### src/rtl/piso_tx8_pkg.sv
// Shared definitions for the piso_tx8 serialiser: FSM state encoding and
// lane-mode constants.
package piso_tx8_pkg;

  typedef enum logic [0:0] {
    IDLE  = 1'b0,
    SHIFT = 1'b1
  } state_e;

  localparam logic MODE_SINGLE = 1'b0;
  localparam logic MODE_DOUBLE = 1'b1;

endpackage

### src/rtl/piso_tx8_shift.sv
// Shift datapath for piso_tx8: parallel load, then right shift by one or two
// bits per beat with zero fill at the MSB end. Holds when neither load nor
// shift is asserted.
module tx_shift_reg
  import piso_tx8_pkg::*;
#(
  parameter int WIDTH = 8
) (
  input  logic             clk,
  input  logic             rst_i,
  input  logic             load_i,
  input  logic             shift_i,
  input  logic             dbl_i,
  input  logic [WIDTH-1:0] din_i,
  output logic [WIDTH-1:0] sr_o
);

  logic [WIDTH-1:0] sr_q;
  logic [WIDTH-1:0] sr_d;

  // Load wins over shift so a zero-gap reload on the final beat starts clean.
  always_comb begin
    sr_d = sr_q;
    if (load_i) begin
      sr_d = din_i;
    end else if (shift_i) begin
      if (dbl_i == MODE_DOUBLE) sr_d = sr_q >> 2;
      else                      sr_d = sr_q >> 1;
    end
  end

  // Register update with synchronous clear.
  always_ff @(posedge clk) begin
    if (rst_i) sr_q <= '0;
    else       sr_q <= sr_d;
  end

  assign sr_o = sr_q;

endmodule

### src/rtl/piso_tx8.sv
// Parallel-in serial-out transmitter. Accepts a WIDTH-bit word on a
// valid/ready handshake and emits it LSB first, one or two bits per beat.
//
// state | meaning
// IDLE  | no frame in progress, ready for a word
// SHIFT | frame in progress, one beat presented per enabled cycle
module piso_tx8
  import piso_tx8_pkg::*;
#(
  parameter int WIDTH = 8
) (
  input  logic             clk,
  input  logic             Re,
  input  logic             en,
  input  logic             load_valid,
  output logic             load_ready,
  input  logic [WIDTH-1:0] din,
  input  logic             dbl,
  output logic [1:0]       sOut,
  output logic             sValid,
  output logic             last,
  output logic             busy
);

  localparam int CW = $clog2(WIDTH) + 1;

  state_e          state_q, state_d;
  logic [CW-1:0]   cnt_q, cnt_d;
  logic            dbl_q, dbl_d;
  logic [WIDTH-1:0] sr;

  logic in_shift;
  logic final_beat;
  logic accept;
  logic do_shift;

  assign in_shift   = (state_q == SHIFT);
  assign final_beat = in_shift && (cnt_q == CW'(1));
  assign load_ready = (state_q == IDLE) || (final_beat && en);
  // A word offered while reset is asserted must not be taken.
  assign accept     = load_valid && load_ready && !Re;
  assign do_shift   = in_shift && en;

  // Next-state, beat counter and lane-mode latch.
  always_comb begin
    state_d = state_q;
    cnt_d   = cnt_q;
    dbl_d   = dbl_q;
    if (accept) begin
      state_d = SHIFT;
      dbl_d   = dbl;
      cnt_d   = (dbl == MODE_DOUBLE) ? CW'(WIDTH / 2) : CW'(WIDTH);
    end else if (do_shift) begin
      cnt_d = cnt_q - CW'(1);
      if (cnt_q == CW'(1)) state_d = IDLE;
    end
  end

  // Control registers with synchronous active-high reset.
  always_ff @(posedge clk) begin
    if (Re) begin
      state_q <= IDLE;
      cnt_q   <= '0;
      dbl_q   <= MODE_SINGLE;
    end else begin
      state_q <= state_d;
      cnt_q   <= cnt_d;
      dbl_q   <= dbl_d;
    end
  end

  tx_shift_reg #(.WIDTH(WIDTH)) u_shift (
    .clk     (clk),
    .rst_i   (Re),
    .load_i  (accept),
    .shift_i (do_shift),
    .dbl_i   (dbl_q),
    .din_i   (din),
    .sr_o    (sr)
  );

  assign sValid = in_shift;
  assign busy   = in_shift;
  assign last   = final_beat;
  assign sOut   = in_shift ? {((dbl_q == MODE_DOUBLE) ? sr[1] : 1'b0), sr[0]} : 2'b00;

endmodule

### config.mk
export PLATFORM = sky130hd
export DESIGN_NAME = piso_tx8
export DESIGN_NICKNAME = d
export VERILOG_FILES = /design/src/rtl/piso_tx8_pkg.sv /design/src/rtl/piso_tx8_shift.sv /design/src/rtl/piso_tx8.sv
export SDC_FILE = /design/constraint.sdc
export NUM_CORES = 1
export LEC_CHECK = 0
export BUFFER_PORTS_ARGS = -buffer_cell sky130_fd_sc_hd__buf_4
export CAP_MARGIN = 20
export CORE_MARGIN = 2
export CORE_UTILIZATION = 35
export CTS_CLUSTER_DIAMETER = 120
export DETAILED_ROUTE_END_ITERATION = 10
export PLACE_DENSITY = 0.52
export SETUP_SLACK_MARGIN = 0.02
export SLEW_MARGIN = 20
export SYNTH_ARGS = -nofsm -noshare
export SYNTH_HDL_FRONTEND = slang
export SYNTH_SLANG_ARGS = --single-unit
### constraint.sdc
create_clock -name clk -period 1.5 [get_ports clk]
set_input_delay 0.3 -clock clk [delete_from_list [all_inputs] [get_ports clk]]
set_output_delay 0.3 -clock clk [all_outputs]
set_load 0.05 [all_outputs]
### Word-level counts from Yosys, hierarchy flattened

Cells that the tools add are included.

| operators by class | value |
|---|---|
| $add $sub $neg | 1 |
| equality and inequality tests | 1 |
| mux-type cells | 11 |
| bitwise operators | 1 |
| reduce and logical (&&, ||, !) cells | 10 |

Operators by type and width:

| operator | number |
|---|---|
| 2-to-1 mux 8 bit | 2 |
| 2-to-1 mux 4 bit | 3 |
| 2-to-1 mux 7 bit | 1 |
| logical AND 1 bit | 5 |
| equality test 4 x 1 -> 1 bit, second input constant | 1 |
| 2-to-1 mux 1 bit | 4 |
| nonzero test 2 bit | 2 |
| subtractor 4 x 1 -> 4 bit, second input constant | 1 |
| 2-to-1 mux 2 bit | 1 |
| AND reduction 2 bit | 1 |
| logical NOT 1 bit | 1 |
| logical OR 1 bit | 1 |
| NOT 1 bit | 1 |

| storage, ports and cells | value |
|---|---|
| bits in registers | 14 |
| logic and storage cells | 28 |

### Depth between registers and ports, before layout

Gate-level depths: netlist (run 1).

| depth | value |
|---|---|
| depth after elaboration | 8 |
| gate-level depth with buffers | 6 |
| depth with buffers taken out | 5 |

### Modules after synthesis

Synthesis (run 1) repeated with hierarchy kept, for this count alone.

| unflattened totals | value |
|---|---|
| cell total of the unflattened synthesis | 88 |
| area, all modules | 882.1 µm² |

Modules (own cells, without submodules):

| module | instances | cells each | area an instance (µm²) | seq. area each (µm²) |
|---|---|---|---|---|
| tx_shift_reg | 1 | 45 | 479.2 | 160.2 |
| piso_tx8 | 1 | 43 | 402.9 | 120.1 |

### Worst setup path after synthesis (run 1)

OpenSTA, ideal clock, no wires.

| timing path | value |
|---|---|
| path type | register to output |
| start | register state_q (netlist: busy) |
| end | output sOut[1] |
| data arrival time | 1.472 ns |
| required time | 1.200 ns |
| slack | -0.272 ns |
| cell stages (with the launch flop) | 4 |
| cell sequence | dfxtp_1 buf_6 buf_2 and3_1 |

| between the ends | value |
|---|---|
| longest elaborated chain between the ends | 1 |

Ends and longest elaborated chain:

| item | line | RTL |
|---|---|---|
| from (decl) | piso_tx8.sv:27 | `state_e state_q, state_d;` |
| from (signal assigned) | piso_tx8.sv:66 | `state_q <= state_d;` |
| 2-to-1 mux 2 bit | piso_tx8.sv:85 | `assign sOut = in_shift ? {((dbl_q == MODE_DOUBLE) ? sr[1] : 1'b0), sr[0]} : 2'b00;` |
| to (decl) | piso_tx8.sv:19 | `output logic [1:0] sOut,` |

Every way passes these cells.

### Worst setup path after layout (run 1)

| timing path | value |
|---|---|
| start | register cnt_q[1] |
| end | output last |

| between the ends | value |
|---|---|
| longest elaborated chain between the ends | 2 |

Ends and longest elaborated chain:

| item | line | RTL |
|---|---|---|
| from (decl) | piso_tx8.sv:28 | `logic [CW-1:0] cnt_q, cnt_d;` |
| from (signal assigned) | piso_tx8.sv:67 | `cnt_q <= cnt_d;` |
| equality test 4 x 1 -> 1 bit | piso_tx8.sv:38 | `assign final_beat = in_shift && (cnt_q == CW'(1));` |
| logical AND 1 bit | piso_tx8.sv:38 |  |
| to (decl) | piso_tx8.sv:21 | `output logic last,` |

Every way passes these cells.

==> impl_metrics.toml, run 1 <==
[run_status]
outcome = "finished with violations"
violations = "negative setup slack"

[die]
die_y_um = 55.9
die_area_sq_um = 3130
die_x_um = 55.9
placeableCoreArea_sq_um = 2520
pin_count = 19
rows = 18
start_util_pct = 37.4

[critical_path]
worstSetupPathType = "reg -> out"
critPathLaunchType = "flip-flop"
path_cells = "inv_2 > ha_4 > nor3b_4 > and2_4 > buf_8"
critPathSlowestCell = "dfxtp_2"
crit_buf_inv = 2
worstPathArrival_ps = 1350
cp-end-kind = "output port"
cp_slowest_stage_delay_ps = 330
required_ps = 1200
path_max_fanout = 2
crit_family = "simple AND/OR/NAND/NOR gates"

[finish]
final_nets = 137
antenna_cells = 0
final_util_pct = 50.9
fillers = 229
area_growth_pct = 36.1
layout-drive-gt1-share_pct = 45.5
stdcell_count = 151
final_common_cell = "buf_4"
mostFrequentLayoutCells = "buf_4, mux2i_1, dfxtp_1, nand2b_1, a21oi_1"

[timing]
tightest_slew_ps = 307
drv_slew = 0
period_minus_slack_ps = 1650
holdWs_ps = 210
fin_crit_sh_pct = 110
fin_skew_ps = 2.80
max_freq_ghz = 0.605
setup-tns-final_ps = -399
relSlewSlack_pct = 79.4
setup_viol = 11
postLayoutSetupSlackWorst_ps = -152
hold_violations = 0
rsz0062_at_grt = "yes"

[synth]
synth_compound_area_share_pct = 20.7
synth-adder-area-share_pct = 2.65
ys_seq_elements = 14
synth_top_family_by_area = "compound AO/OA/AOI/OAI gates"
ys.flop_type = "dfxtp_1"
yosysWarnings = 0
syn_inst = 93
synth.mux.area_fraction_pct = 17.0
syn_area_sq_um = 943
async_flop_share_pct = 0
synth-edff-count = 0
seq_area_frac_synth_pct = 29.7
postSynthAreaPerCell_sq_um = 10.1
synth_cell_types = 34
syn-num-nets = 108
synth-simple-area-share_pct = 18.6
synthXorXnorAreaFrac_pct = 1.86

[routing]
dr_total_vias = 776
wl_met1_um = 955
wl_per_cell_um = 14.0
wl_met2_mm = 1.04
drcViolationCount = 0
ant_nets = 0
via_per_inst = 5.14
totalWireLength_mm = 2.11
drt_iter0_markers = 12
drt-pass1-iter-count = 4
wl_met3_um = 101
routed.top_layer = "met4"

[global_route]
grt.total_usage_pct = 14.8
antenna_found_initial = 0
grt_pass1_vias = 816
grt_pass1_wl_mm = 3.71
overflow = 0
grt_max_degree = 23

[placed_design]
portBuffers = 18
pre_cts_slack_ps = -33.1
place_hpwl_mm = 1.36
place.gp.congestion = 0.708
dp_cells = 137

[pwr]
ir_drop_uv = 602
leakage_uw = 0.000516
p_per_area_nw_per_um2 = 793

[clock_network]
cts_hold_buf = 0
cts-root-buf = "clkbuf_4"
cts.clk_slew.worst_paths_ps = 90
cts_sinks = 14
htree_levels = 1
tritoncts = "yes"
insertion_delay_ps = 280
cts_max_path_buffers = 2
cts_buffers = 3

[worst_hold_path]
hp-class = "in -> reg"

[job]
drv_cap = 0
## final timing paths
check | start | endpoint | slack, ps | cells past startpoint
setup reg to reg | cnt_q[1] | dbl_q | -20 | 8
setup / recovery | cnt_q[1] | last | -150 | 5
hold reg to reg | u_shift.sr_o[7] | u_shift.sr_o[7] | 580 | 2
hold / removal | dbl | cnt_q[3] | 210 | 2
## synth_stat cells (all sizes together), types with 2 or more instances
cell	instances	area, sq um
a221oi	2	30.0
and2	3	21.3
buf	7	71.3
dfxtp	14	280
a211oi	2	20.0
a21oi	8	51.3
inv	3	11.3
nor2	2	7.51
mux2i	16	160
nor2b	2	12.5
clkbuf	2	7.51
a211o	6	52.6
nor3	2	10.0
ha	2	25.0
nand2b	9	56.3
## per-layer routing
layer  vias up  track usage, %
li1        393               -
met1       363            19.4
met2        18            24.3
met3         2            4.42
met4         0            3.06
met5         -               0
## registers in the layout, summed over array words and instances (netlist names)
register      flops
busy              1
cnt_q             4
dbl_q             1
u_shift.sr_o      8
## metrics by stage
stage | area [sq um] | power (uW)
global route | 1280 | 1080
CTS | 1240 | 1020
detailed placement | 1090 | 699
finish | 1280 | 1020
global placement | 1090 | 696
floorplan | 951 | 635
## cell families (layout without fill, tap and decap cells)
family | after synthesis | count (layout)
flip-flops | 14 | 14
adder cells (fa/ha/maj) | 2 | 2
buffers and inverters | 12 | 40
AND/OR/NAND/NOR | 25 | 25
multiplexers | 16 | 16
XOR/XNOR | 2 | 2
AO/OA/AOI/OAI | 22 | 22
## power by group
part	total [uW]	internal [uW]	switching [uW]
combinational	301	159	142
clock	283	148	135
sequential	434	403	30.5
## final cells by class
cell class / instances / area [sq um] / share of cell area (%)
clock buffers: 4 / 36.3 / 2.83
inverters: 3 / 11.3 / 0.877
multi-input cells: 67 / 622 / 48.4
flip-flops and latches: 14 / 287 / 22.3
well taps: 30 / 37.5 / 2.92
repair buffers: 33 / 290 / 22.6
## what timing repair did
action | in CTS | in global routing
cloned | 0 | 0
gates resized for setup | 15 | 4
pin swaps | 2 | 3
setup buffers | 7 | 3
setup endpoints to repair | 4 | 14
Power figures use the tool's default switching activity.
==> inputs of run 2 (changes only) <==
- ABC_CLOCK_PERIOD_IN_PS: not set -> 1500
- PLACE_DENSITY: 0.52 -> 0.61
- SETUP_SLACK_MARGIN: 0.02 -> 0.05
==> impl_metrics.toml, run 2 (synthesized netlist as in run 1, its figures left out) <==
[run_status]
outcome = "finished with violations"
violations = "negative setup slack"

[clock_network]
insertion_delay_ps = 270
cts_buffers = 3
cts-root-buf = "clkbuf_4"
cts_sinks = 14
cts.clk_slew.worst_paths_ps = 90
tritoncts = "yes"
cts_max_path_buffers = 2
htree_levels = 1
cts_hold_buf = 0

[routing]
via_per_inst = 5.19
wl_per_cell_um = 13.2
ant_nets = 0
drt-pass1-iter-count = 4
dr_total_vias = 774
totalWireLength_mm = 1.97
drt_iter0_markers = 8
drcViolationCount = 0

[critical_path]
crit_start = "cnt_q[1]"
crit_family = "simple AND/OR/NAND/NOR gates"
cp_slowest_stage_delay_ps = 330
worstSetupPathType = "reg -> out"
required_ps = 1200
critPathLaunchType = "flip-flop"
path_max_fanout = 2
crit_buf_inv = 2
critPathSlowestCell = "dfxtp_2"
cp-end-kind = "output port"
worstPathArrival_ps = 1290
path_cells = "inv_2 > ha_4 > nor3b_2 > and2_4 > buf_8"
r2r-start = "cnt_q[1]"

[placed_design]
pre_cts_slack_ps = -14.7
place.gp.congestion = 0.754
place_hpwl_mm = 1.28
portBuffers = 18

[die]
rows = 18
placeableCoreArea_sq_um = 2520
die_area_sq_um = 3130
pin_count = 19
start_util_pct = 37.4
die_x_um = 55.9
die_y_um = 55.9

[global_route]
grt_pass1_wl_mm = 3.25
grt_max_degree = 23
antenna_found_initial = 0
grt.total_usage_pct = 12.7
overflow = 0
grt_pass1_vias = 770

[timing]
postLayoutSetupSlackWorst_ps = -88.9
fin_skew_ps = 3.31
tightest_slew_ps = 283
drv_slew = 0
relSlewSlack_pct = 81.0
rsz0062_at_grt = "yes"
setup_viol = 2
hold_violations = 0
period_minus_slack_ps = 1590
fin_crit_sh_pct = 106
max_freq_ghz = 0.629

[worst_hold_path]
worstHoldStart = "dbl"
hp-class = "in -> reg"

[finish]
area_growth_pct = 34.9
antenna_cells = 0
final_nets = 135
fillers = 244
mostFrequentLayoutCells = "buf_4, mux2i_1, dfxtp_1, nand2b_1, a21oi_1"
largest_reg_flops = 8
final_util_pct = 50.4
layout-drive-gt1-share_pct = 46.2
final_common_cell = "buf_4"

[job]
drv_cap = 0

[pwr]
p_per_area_nw_per_um2 = 783
ir_drop_uv = 455
leakage_uw = 0.000506
## run 2: cell count changes in the layout (fill, tap and decap cells not counted)
| cell | change |
|---|---|
| buf_6 | -2 |
| a211oi_1 | -1 |
| a211oi_2 | +1 |
| ha_1 | -1 |
| ha_4 | +1 |
| nor3b_2 | +1 |
| nor3b_4 | -1 |
## run 2: worst paths after layout
kind | end | slack, ps | depth (start not counted)
worst max-delay path | last | -90 | 5
worst min-delay path | cnt_q[3] | 230 | 2
worst max register to register | dbl_q | 50 | 8
worst min register to register | dbl_q | 530 | 2
## run 2: final cells by class
cell class                 count  area, sq um  area share (%)
multi-input combinational     67          633            49.8
sequential                    14          287            22.5
timing repair buffer          31          268            21.0
tap                           30         37.5            2.95
clock buffer                   4         36.3            2.85
inverter                       3         11.3           0.885
## run 2: what timing repair did
item / CTS / global route
setup buffers: 9 / 0
gates resized for setup: 16 / 2
pin swaps: 3 / 1
setup endpoints to repair: 4 / 13
## run 2: worst reg2reg max path: cells and delay by family (launching register included)
| kind | cells | cell delay [ps] |
|---|---|---|
| adder cells (fa/ha/maj) | 1 | 130 |
| flip-flops | 1 | 330 |
| AO/OA/AOI/OAI | 1 | 130 |
| multiplexers | 1 | 180 |
| buffers and inverters | 4 | 470 |
| AND/OR/NAND/NOR | 1 | 140 |
## run 2: power breakdown
| group | internal, uW | switching [uW] |
|---|---|---|
| Sequential | 403 | 30.6 |
| Combinational | 154 | 140 |
| Clock | 147 | 120 |
## run 2: per-stage QoR
| stage | power (uW) | setup TNS [ps] | instance area (sq um) | hold WS [ps] | std cells |
|---|---|---|---|---|---|
| 4_1_cts | 1000 | -171 | 1250 | 218 | 149 |
| 6_report | 996 | -158 | 1270 | 227 | 149 |
| 3_3_place_gp | 690 | 0 | 1090 | 508 | 136 |
| 5_1_grt | 1050 | -491 | 1270 | 226 | 149 |
| 3_5_place_dp | 695 | -14.7 | 1090 | 515 | 136 |
| 2_1_floorplan | 635 | 0 | 951 | 393 | 93 |
## run 2: layer usage
metal / up-vias / GRT usage (%) / share of wire [%]
li1: 390 / - / -
met1: 369 / 16.0 / 46
met2: 13 / 21.1 / 50
met3: 2 / 2.56 / 3.0
met4: 0 / 5.10 / 0.46
met5: - / 0 / 0
==> inputs of run 3 (changes only) <==
- CORE_UTILIZATION: 35 -> 53
- PLACE_DENSITY: 0.61 -> 0.83
- SKIP_LAST_GASP: not set -> 1
==> impl_metrics.toml, run 3 (synthesized netlist as in run 1, its figures left out) <==
[run_status]
outcome = "finished with violations"
violations = "negative setup slack"

[global_route]
antenna_found_initial = 0
grt_pass1_wl_mm = 3.12
grt_pass1_vias = 738
grt_max_degree = 23
grt.total_usage_pct = 20.8
overflow = 0

[finish]
antenna_cells = 0
mostFrequentLayoutCells = "buf_4, mux2i_1, dfxtp_1, nand2b_1, a21oi_1"
final_common_cell = "buf_4"
fillers = 134
final_area_sq_um = 1250
final_nets = 134
layout-drive-gt1-share_pct = 45.8
area_growth_pct = 32.5
largest_reg_flops = 8

[die]
rows = 15
die_x_um = 46.2
placeableCoreArea_sq_um = 1710
start_util_pct = 55.2
pin_count = 19
die_y_um = 46.2
die_area_sq_um = 2130

[routing]
via_per_inst = 5.36
ant_nets = 0
drt_iter0_markers = 10
wl_per_cell_um = 14.0
drt-pass1-iter-count = 4
drcViolationCount = 0
dr_total_vias = 767
totalWireLength_mm = 2.00

[timing]
fin_crit_sh_pct = 107
setup_viol = 3
drv_slew = 0
period_minus_slack_ps = 1600
max_freq_ghz = 0.626
relSlewSlack_pct = 76.3
hold_violations = 0
postLayoutSetupSlackWorst_ps = -98.3
rsz0062_at_grt = "yes"
fin_skew_ps = 10.7
tightest_slew_ps = 353
setup-tns-final_ps = -187

[job]
drv_cap = 0

[clock_network]
cts_max_path_buffers = 2
cts_hold_buf = 0
cts-root-buf = "clkbuf_4"
tritoncts = "yes"
insertion_delay_ps = 280
cts_sinks = 14
cts.clk_slew.worst_paths_ps = 90
htree_levels = 1
cts_buffers = 3

[pwr]
ir_drop_uv = 625
p_per_area_nw_per_um2 = 796
leakage_uw = 0.000503
totalPowerFinal_uw = 995

[placed_design]
place_area_sq_um = 1070
place_hpwl_mm = 1.23
portBuffers = 18
pre_cts_slack_ps = 12.0
place.gp.congestion = 0.752

[critical_path]
crit_start = "cnt_q[1]"
path_max_fanout = 2
worstSetupPathType = "reg -> out"
required_ps = 1200
worstPathArrival_ps = 1300
cp-end-kind = "output port"
r2r-start = "cnt_q[1]"
critPathLaunchType = "flip-flop"

[worst_hold_path]
worstHoldStart = "dbl"
hp-class = "in -> reg"
-- run 3: cell types whose count changed in the layout (fill, tap and decap cells not counted) --
cell / change
ha_1: +1
dfxtp_1: -1
dfxtp_4: +1
ha_4: -1
buf_4: -1
-- run 3: critical path: stages, from the launching register on --
cell	delay, ps
dfxtp_2	330
inv_2	70
ha_4	120
nor3b_2	180
and2_4	170
buf_8	140
-- run 3: metrics by stage --
| step | instances | util (%) | hold slack [ps] |
|---|---|---|---|
| final | 143 | 73.2 | 227 |
| after global routing | 143 | 73.2 | 210 |
| after CTS | 140 | 71.2 | 210 |
| after detailed placement | 129 | 62.4 | 511 |
| after global placement | 129 | 62.4 | 514 |
| after floorplan | 93 | - | 393 |
-- run 3: cell type report --
type / instances / area (sq um) / share of cell area (%)
Tap cell: 25 / 31.3 / 2.50
Inverter: 3 / 11.3 / 0.901
Sequential cell: 14 / 290 / 23.2
Timing Repair Buffer: 30 / 260 / 20.8
Multi-Input combinational cell: 67 / 621 / 49.6
Clock buffer: 4 / 36.3 / 2.90
-- run 3: routing by layer --
metal  up-vias  wire, um  global-route usage [%]  share of wire (%)
met5         -         0                       0                  0
met4         0        12                    10.3               0.60
met3         2        59                    2.35                3.0
met2        15      1060                    37.8                 53
met1       366       860                    23.4                 43
li1        384         -                       -                  -
-- run 3: repair_timing --
action / in CTS / in global routing
setup endpoints to repair: 5 / 16
pin swaps: 1 / 2
gates resized for setup: 16 / 3
setup buffers: 7 / 3
-- run 3: report_power, final --
part	total, uW	internal [uW]	switching (uW)
Sequential	439	403	36.2
Clock	271	148	123
Combinational	286	151	135
Total	995	701	294
-- run 3: path summary, 6_finish.rpt --
kind	to	depth (start not counted)	slack (ps)
max	last	5	-100
min reg2reg	dbl_q	2	560
min	cnt_q[3]	2	230
max reg2reg	cnt_q[1]	9	-10
